## src/rtl/pcs_rx_pkg.sv

```systemverilog
// pcs_rx_pkg: code-group constants, receive state enum and SUDI field indices for the PCS receive path
// Ports: none (package)
package pcs_rx_pkg;
  localparam int SUDI_W = 11;
  localparam int CG_ERR = 10;
  localparam int IS_K = 9;
  localparam int RX_EVEN = 8;
  localparam logic [7:0] K28_5 = 8'hBC;
  localparam logic [7:0] K_S = 8'hFB;
  localparam logic [7:0] K_T = 8'hFD;
  localparam logic [7:0] K_R = 8'hF7;
  localparam logic [7:0] K_V = 8'hFE;
  localparam logic [7:0] D_IDLE_1 = 8'hC5;
  localparam logic [7:0] D_IDLE_2 = 8'h50;
  localparam logic [7:0] RXD_PREAMBLE = 8'h55;
  localparam logic [7:0] RXD_FALSE_CARRIER = 8'h0E;
  typedef enum logic [2:0] {
    LINK_FAILED, WAIT_FOR_K, RX_K, IDLE_D, FALSE_CARRIER, RECEIVE, END_WAIT
  } state_t;
  function automatic logic is_k_sym(input logic [SUDI_W-1:0] s, input logic [7:0] code);
    return !s[CG_ERR] && s[IS_K] && s[7:0] == code;
  endfunction
endpackage

```

## src/rtl/pcs_rx_lane.sv

```systemverilog
// pcs_rx_lane: one receive lane - state machine, GMII output stage and saturating statistics counters
// Ports: rx_clk/mr_main_reset (async active-low) clock and reset; sync_status, sudi, cnt_clr inputs;
//        rxd/rx_dv/rx_er GMII outputs; pkt_cnt/fc_cnt/err_cnt statistics
module pcs_rx_lane
  import pcs_rx_pkg::*;
#(
  parameter int CNT_W = 16,
  parameter int REG_OUT = 0
) (
  input  logic              rx_clk,
  input  logic              mr_main_reset,
  input  logic              sync_status,
  input  logic [SUDI_W-1:0] sudi,
  input  logic              cnt_clr,
  output logic [7:0]        rxd,
  output logic              rx_dv,
  output logic              rx_er,
  output logic [CNT_W-1:0]  pkt_cnt,
  output logic [CNT_W-1:0]  fc_cnt,
  output logic [CNT_W-1:0]  err_cnt
);
  state_t state;
  logic [7:0] data, d_rxd;
  logic d_dv, d_er, bad;
  logic k28, sym_s, sym_t, sym_r, valid_d, idle_d;
  logic inc_pkt, inc_fc, inc_err;
  assign data = sudi[7:0];
  assign k28 = is_k_sym(sudi, K28_5);
  assign sym_s = is_k_sym(sudi, K_S);
  assign sym_t = is_k_sym(sudi, K_T);
  assign sym_r = is_k_sym(sudi, K_R);
  assign valid_d = !sudi[CG_ERR] && !sudi[IS_K];
  assign idle_d = valid_d && (data == D_IDLE_1 || data == D_IDLE_2);
  // Counter events mirror the FSM transitions; a lost sync aborts the symbol without counting.
  assign inc_fc = sync_status && state == IDLE_D && !k28 && !sym_s;
  assign inc_pkt = sync_status && state == RECEIVE && sym_t && !bad;
  assign inc_err = sync_status && state == RECEIVE && !valid_d && !sym_t;
  always_ff @(posedge rx_clk or negedge mr_main_reset)
    if (!mr_main_reset) begin
      state <= LINK_FAILED;
      bad <= 1'b0;
      d_rxd <= '0;
      d_dv <= 1'b0;
      d_er <= 1'b0;
    end else begin
      d_rxd <= '0;
      d_dv <= 1'b0;
      d_er <= 1'b0;
      if (!sync_status) state <= LINK_FAILED;
      else
        case (state)
          LINK_FAILED: state <= WAIT_FOR_K;
          WAIT_FOR_K: if (k28 && sudi[RX_EVEN]) state <= RX_K;
          RX_K: state <= idle_d ? IDLE_D : WAIT_FOR_K;
          IDLE_D:
            if (k28) state <= RX_K;
            else if (sym_s) begin
              state <= RECEIVE;
              bad <= 1'b0;
              d_rxd <= RXD_PREAMBLE;
              d_dv <= 1'b1;
            end else begin
              state <= FALSE_CARRIER;
              d_rxd <= RXD_FALSE_CARRIER;
              d_er <= 1'b1;
            end
          FALSE_CARRIER:
            if (k28) state <= RX_K;
            else begin
              d_rxd <= RXD_FALSE_CARRIER;
              d_er <= 1'b1;
            end
          RECEIVE:
            if (sym_t) state <= END_WAIT;
            else if (k28) begin
              state <= RX_K;
              d_er <= 1'b1;
            end else begin
              d_rxd <= data;
              d_dv <= 1'b1;
              if (!valid_d) begin
                d_er <= 1'b1;
                bad <= 1'b1;
              end
            end
          END_WAIT: if (!sym_r) state <= k28 ? RX_K : WAIT_FOR_K;
          default: state <= LINK_FAILED;
        endcase
    end
  always_ff @(posedge rx_clk or negedge mr_main_reset)
    if (!mr_main_reset) begin
      pkt_cnt <= '0;
      fc_cnt <= '0;
      err_cnt <= '0;
    end else if (cnt_clr) begin
      pkt_cnt <= '0;
      fc_cnt <= '0;
      err_cnt <= '0;
    end else begin
      pkt_cnt <= pkt_cnt + CNT_W'(inc_pkt && pkt_cnt != '1);
      fc_cnt <= fc_cnt + CNT_W'(inc_fc && fc_cnt != '1);
      err_cnt <= err_cnt + CNT_W'(inc_err && err_cnt != '1);
    end
  if (REG_OUT != 0) begin : g_reg
    always_ff @(posedge rx_clk or negedge mr_main_reset)
      if (!mr_main_reset) begin
        rxd <= '0;
        rx_dv <= 1'b0;
        rx_er <= 1'b0;
      end else begin
        rxd <= d_rxd;
        rx_dv <= d_dv;
        rx_er <= d_er;
      end
  end else begin : g_direct
    assign rxd = d_rxd;
    assign rx_dv = d_dv;
    assign rx_er = d_er;
  end
endmodule

```

## src/rtl/pcs_receive_mc.sv

```systemverilog
// pcs_receive_mc: multi-lane 1000BASE-X PCS receive block, CH independent lanes
// Ports: rx_clk/mr_main_reset (async active-low) clock and reset; sync_status[CH], sudi[CH*11], cnt_clr;
//        rxd[CH*8], rx_dv[CH], rx_er[CH]; pkt_cnt/fc_cnt/err_cnt [CH*CNT_W]
module pcs_receive_mc
  import pcs_rx_pkg::*;
#(
  parameter int CH = 4,
  parameter int CNT_W = 16,
  parameter int REG_OUT = 0
) (
  input  logic                 rx_clk,
  input  logic                 mr_main_reset,
  input  logic [CH-1:0]        sync_status,
  input  logic [CH*SUDI_W-1:0] sudi,
  input  logic                 cnt_clr,
  output logic [CH*8-1:0]      rxd,
  output logic [CH-1:0]        rx_dv,
  output logic [CH-1:0]        rx_er,
  output logic [CH*CNT_W-1:0]  pkt_cnt,
  output logic [CH*CNT_W-1:0]  fc_cnt,
  output logic [CH*CNT_W-1:0]  err_cnt
);
  for (genvar i = 0; i < CH; i++) begin : g_lane
    pcs_rx_lane #(.CNT_W(CNT_W), .REG_OUT(REG_OUT)) u_lane (
      .rx_clk(rx_clk),
      .mr_main_reset(mr_main_reset),
      .sync_status(sync_status[i]),
      .sudi(sudi[i*SUDI_W +: SUDI_W]),
      .cnt_clr(cnt_clr),
      .rxd(rxd[i*8 +: 8]),
      .rx_dv(rx_dv[i]),
      .rx_er(rx_er[i]),
      .pkt_cnt(pkt_cnt[i*CNT_W +: CNT_W]),
      .fc_cnt(fc_cnt[i*CNT_W +: CNT_W]),
      .err_cnt(err_cnt[i*CNT_W +: CNT_W])
    );
  end
endmodule

```

## config.mk

```make
export PLATFORM = sky130hd
export DESIGN_NAME = pcs_receive_mc
export DESIGN_NICKNAME = d
export VERILOG_FILES = /design/src/rtl/pcs_rx_pkg.sv /design/src/rtl/pcs_rx_lane.sv /design/src/rtl/pcs_receive_mc.sv
export SDC_FILE = /design/constraint.sdc
export NUM_CORES = 1
export LEC_CHECK = 0
export CORE_UTILIZATION = 51
export DETAILED_ROUTE_END_ITERATION = 10
export GPL_ROUTABILITY_DRIVEN = 1
export GPL_TIMING_DRIVEN = 0
export MAX_ROUTING_LAYER = met4
export PLACE_DENSITY_LB_ADDON = 0.05
export SETUP_SLACK_MARGIN = 0.4
export SYNTH_ARGS = -nofsm -noshare
export SYNTH_HDL_FRONTEND = slang
export SYNTH_SLANG_ARGS = --single-unit
```

## constraint.sdc

```tcl
create_clock -name rx_clk -period 3.07 [get_ports rx_clk]
set_input_delay 0.4605 -clock rx_clk [delete_from_list [all_inputs] [get_ports rx_clk]]
set_output_delay 0.4605 -clock rx_clk [all_outputs]
set_load 0.05 [all_outputs]
```

==> qor.json <==
{
  "die_width": {"value": 159, "unit": "um"},
  "top_level_ports": {"value": 283},
  "final_hold_viol_count": {"value": 0},
  "hpwl": {"value": 23.2, "unit": "mm"},
  "layout-drive-gt1-share": {"value": 8.08, "unit": "%"},
  "outcome": {"value": "finished clean"},
  "slowest_stage_delay_on_critical_path": {"value": 540, "unit": "ps"},
  "route.final.wire_length": {"value": 32.7, "unit": "mm"},
  "core-area": {"value": 23800, "unit": "um^2"},
  "final-setup-viol-count": {"value": 0},
  "path_delay_family": {"value": "simple AND/OR/NAND/NOR gates"},
  "peakVddDrop": {"value": 0.501, "unit": "mV"},
  "ff2ff_path_depth": {"value": 10},
  "routed_wire_length_per_instance": {"value": 16.5, "unit": "um"},
  "edff_count_synth": {"value": 0},
  "worstMarginPinSlew": {"value": 910, "unit": "ps"},
  "dieArea": {"value": 25100, "unit": "um^2"},
  "synth_top_cell_by_area": {"value": "dfrtp_1"},
  "hold_path.class": {"value": "input pin to register"},
  "cts_tree": {"value": "yes"},
  "yosysMostFrequentCell": {"value": "dfrtp_1"},
  "power_per_cell_area": {"value": 433, "unit": "nW/um^2"},
  "antenna_found_initial": {"value": 0},
  "timing.rr.start": {"value": "g_lane[2].u_lane.state[2]"},
  "globalRouteOverflowTotal": {"value": 0},
  "nNetsFinal": {"value": 1713},
  "post_synth_main_area_contributors": {"value": "dfrtp_1 50%, xor2_1 6.4%, nor2_1 5.8%"},
  "timing.critical_path.to": {"value": "g_lane[2].u_lane.pkt_cnt[10]"},
  "synthesis.instances": {"value": 1318},
  "clkSlewWorstSetupHoldPaths": {"value": 60, "unit": "ps"},
  "num_antenna_cells": {"value": 0},
  "port_buffers": {"value": 277},
  "first_global_vias": {"value": 10331},
  "startpoint_type": {"value": "input pin"},
  "htreeDepth": {"value": 1},
  "place.gp.congestion": {"value": 0.887},
  "netSwitchingPower": {"value": 1760, "unit": "uW"},
  "design_area": {"value": 17000, "unit": "um^2"},
  "clock_tree.buffer_depth": {"value": 3},
  "grt_first_pass_wirelength": {"value": 51.8, "unit": "mm"},
  "power_leakage": {"value": 0.00696, "unit": "uW"},
  "rows": {"value": 56},
  "timing.critical_path.to_type": {"value": "register"},
  "vias": {"value": 11030},
  "crit-reg2reg-capture": {"value": "g_lane[2].u_lane.err_cnt[8]"},
  "synthesis.yosys.warnings": {"value": 0},
  "timing_worst_setup_path_type": {"value": "input pin to register"},
  "async_reset_ff_share": {"value": 100, "unit": "%"},
  "drt_first_iter_violations": {"value": 526},
  "post_dp_cell_area": {"value": 15700, "unit": "um^2"},
  "maxCapViolations": {"value": 0},
  "grtUsageTotal": {"value": 26.6, "unit": "%"},
  "layout.cells.non_filler": {"value": 1978},
  "power_frac_clock": {"value": 45.7, "unit": "%"},
  "worstPathCellList": {"value": "clkdlybuf4s50_1 -> nand4b_1 -> or3_4 -> nor3_4 -> ha_1 -> nand4_1 -> nor3_4 -> nand3_1 -> xor2_1 -> nor2_1"},
  "timing.final.crit_share": {"value": 83.1, "unit": "%"},
  "area_delta_synth_final": {"value": 35.8, "unit": "%"},
  "post_synth_top_area_share": {"value": 49.7, "unit": "%"},
  "hold_path_depth": {"value": 2},
  "setup.worst_path.start": {"value": "sudi[25]"},
  "switching_share": {"value": 24.0, "unit": "%"},
  "slew_violations": {"value": 0},
  "fillerInstances": {"value": 1808},
  "post_drt_via_cell_ratio": {"value": 5.58},
  "critical-path-top-cell-by-count": {"value": "nor3_4"},
  "grt_start_max_net_pins": {"value": 113},
  "die_h": {"value": 159, "unit": "um"},
  "synth_ff_type": {"value": "dfrtp_1"},
  "dpl.cell_count": {"value": 1916},
  "clk_latency": {"value": 540, "unit": "ps"},
  "syn-cell-area": {"value": 12500, "unit": "um^2"},
  "drcViolationCount": {"value": 0},
  "power.combinational.fraction": {"value": 8.7, "unit": "%"},
  "timing.critical_path.fanout_max": {"value": 4},
  "numClockSinks": {"value": 248},
  "netlist-cell-type-count": {"value": 66},
  "power.sequential.fraction": {"value": 45.6, "unit": "%"},
  "yosys_register_bits": {"value": 248},
  "timing.reg2reg.setup_slack": {"value": 530, "unit": "ps"},
  "initial_util": {"value": 52.6, "unit": "%"},
  "worstPathRequired": {"value": 3480, "unit": "ps"},
  "cell_types_with_the_highest_counts_after_synthesis": {"value": "248 x dfrtp_1, 194 x nor2_1, 102 x nand2_1"},
  "rsz0062_at_grt": {"value": "no"},
  "slew_headroom": {"value": 39.4, "unit": "%"},
  "cts_buffers": {"value": 28},
  "critPathSlowestCell": {"value": "clkdlybuf4s50_1"},
  "worstPathBufferInverterCount": {"value": 1},
  "mappedNetlistNets": {"value": 1393},
  "synth.avg_cell_area": {"value": 9.48, "unit": "um^2"},
  "clock_root_buffer_master": {"value": "clkbuf_16"},
  "critical_path_depth": {"value": 10},
  "internal_power": {"value": 5590, "unit": "uW"},
  "fin_worst_skew": {"value": 19.0, "unit": "ps"},
  "post-route-min-period": {"value": 2550, "unit": "ps"},
  "worstPathArrival": {"value": 2960, "unit": "ps"},
  "dr.pass1.iters": {"value": 5},
  "ys_seq_area_share": {"value": 49.7, "unit": "%"},
  "timing.fmax": {"value": 392, "unit": "MHz"},
  "antenna_violating_nets_post_route": {"value": 0}
}
-- worst register-to-register path, stage by stage (launching register included) --
cell and delay (ps):
dfrtp_1 320, buf_2 190, nor2b_2 280, o311ai_1 200, nor2_1 240, nand2_1 120
nor2_1 190, ha_1 290, nand3_4 150, or3_1 350, a21oi_1 150
-- cell families after synthesis --
logic type	after synthesis	share of synthesized area (%)
AOI/OAI and AO/OA	168	7.97
xor gates and xnor gates	146	10.2
buffers and inverters	80	2.75
and+or+nand+nor	652	27.0
DFF	248	49.7
adders and majority gates	24	2.40
-- placed cells by master, fill, tap and decap left out, drive strengths merged, types with 33 or more instances in the layout --
cell           count
nor2             194
dfrtp            248
xnor2             54
nor3              36
o21ai             54
a21oi             65
or3               40
clkdlybuf4s50    270
clkbuf            76
xor2              92
nand4             58
nand3             87
nand2            102
inv               33
-- repair_timing --
action | CTS | global route
setup endpoints to repair | 28 | 74
setup buffers | 3 | 7
endpoints found under the hold margin | 27 | 0
pin swaps | 4 | 8
hold buffers | 1 | 0
gates resized for setup | 9 | 45
-- through the flow --
stage	hold slack [ps]	setup slack, ps	setup TNS, ps	power (uW)	util (%)
after detailed placement	335	-384	-4790	4040	66.2
after CTS	275	429	0	7420	70.5
after global routing	273	396	0	7620	71.5
after global placement	471	-10140	-2279330	4020	66.0
final	273	518	0	7360	71.5
after floorplan	165	401	0	3760	-
-- layout make-up --
| class | instances | area (um^2) | share of cell area, % |
|---|---|---|---|
| multi-input combinational | 990 | 6140 | 36.2 |
| timing repair buffer | 290 | 2930 | 17.3 |
| clock buffer | 45 | 886 | 5.22 |
| sequential | 248 | 6210 | 36.6 |
| tap | 319 | 399 | 2.35 |
| buffer | 48 | 225 | 1.33 |
| clock inverter | 6 | 61.3 | 0.361 |
| inverter | 32 | 120 | 0.708 |
-- power by group through the flow --
stage	sequential, uW	combinational [uW]	clock [uW]
after global placement	3420	609	0
after CTS	3350	635	3430
after global routing	3360	703	3560
after floorplan	3430	336	0
final	3360	638	3360
after detailed placement	3410	625	0
-- how the worst min path moves through the flow --
stage,startpoint,to
4_1_cts,sync_status[1],g_lane[1].u_lane.state[0]
3_5_place_dp,mr_main_reset,g_lane[0].u_lane.rxd[5]
3_3_place_gp,g_lane[2].u_lane.bad,g_lane[2].u_lane.bad
5_1_grt,sudi[37],g_lane[3].u_lane.rxd[4]
2_1_floorplan,mr_main_reset,g_lane[0].u_lane.bad
6_report,sudi[38],g_lane[3].u_lane.rxd[5]
-- per-layer routing --
metal	wire (um)	vias up	track usage [%]	part of all wire [%]
li1	-	5258	-	-
met1	14000	5388	34.3	43
met2	15600	326	42.7	48
met3	2140	58	5.25	6.5
met4	941	0	7.60	2.9
met5	0	-	-	0
-- sequential cells by signal, indices dropped and copies added (netlist names) --
signal,count
g_lane.u_lane.err_cnt,64
g_lane.u_lane.fc_cnt,64
g_lane.u_lane.pkt_cnt,64
g_lane.u_lane.rxd,32
g_lane.u_lane.state,12
g_lane.u_lane.bad,4
g_lane.u_lane.rx_dv,4
g_lane.u_lane.rx_er,4
Note: power is estimated with default switching activity, not from simulation.
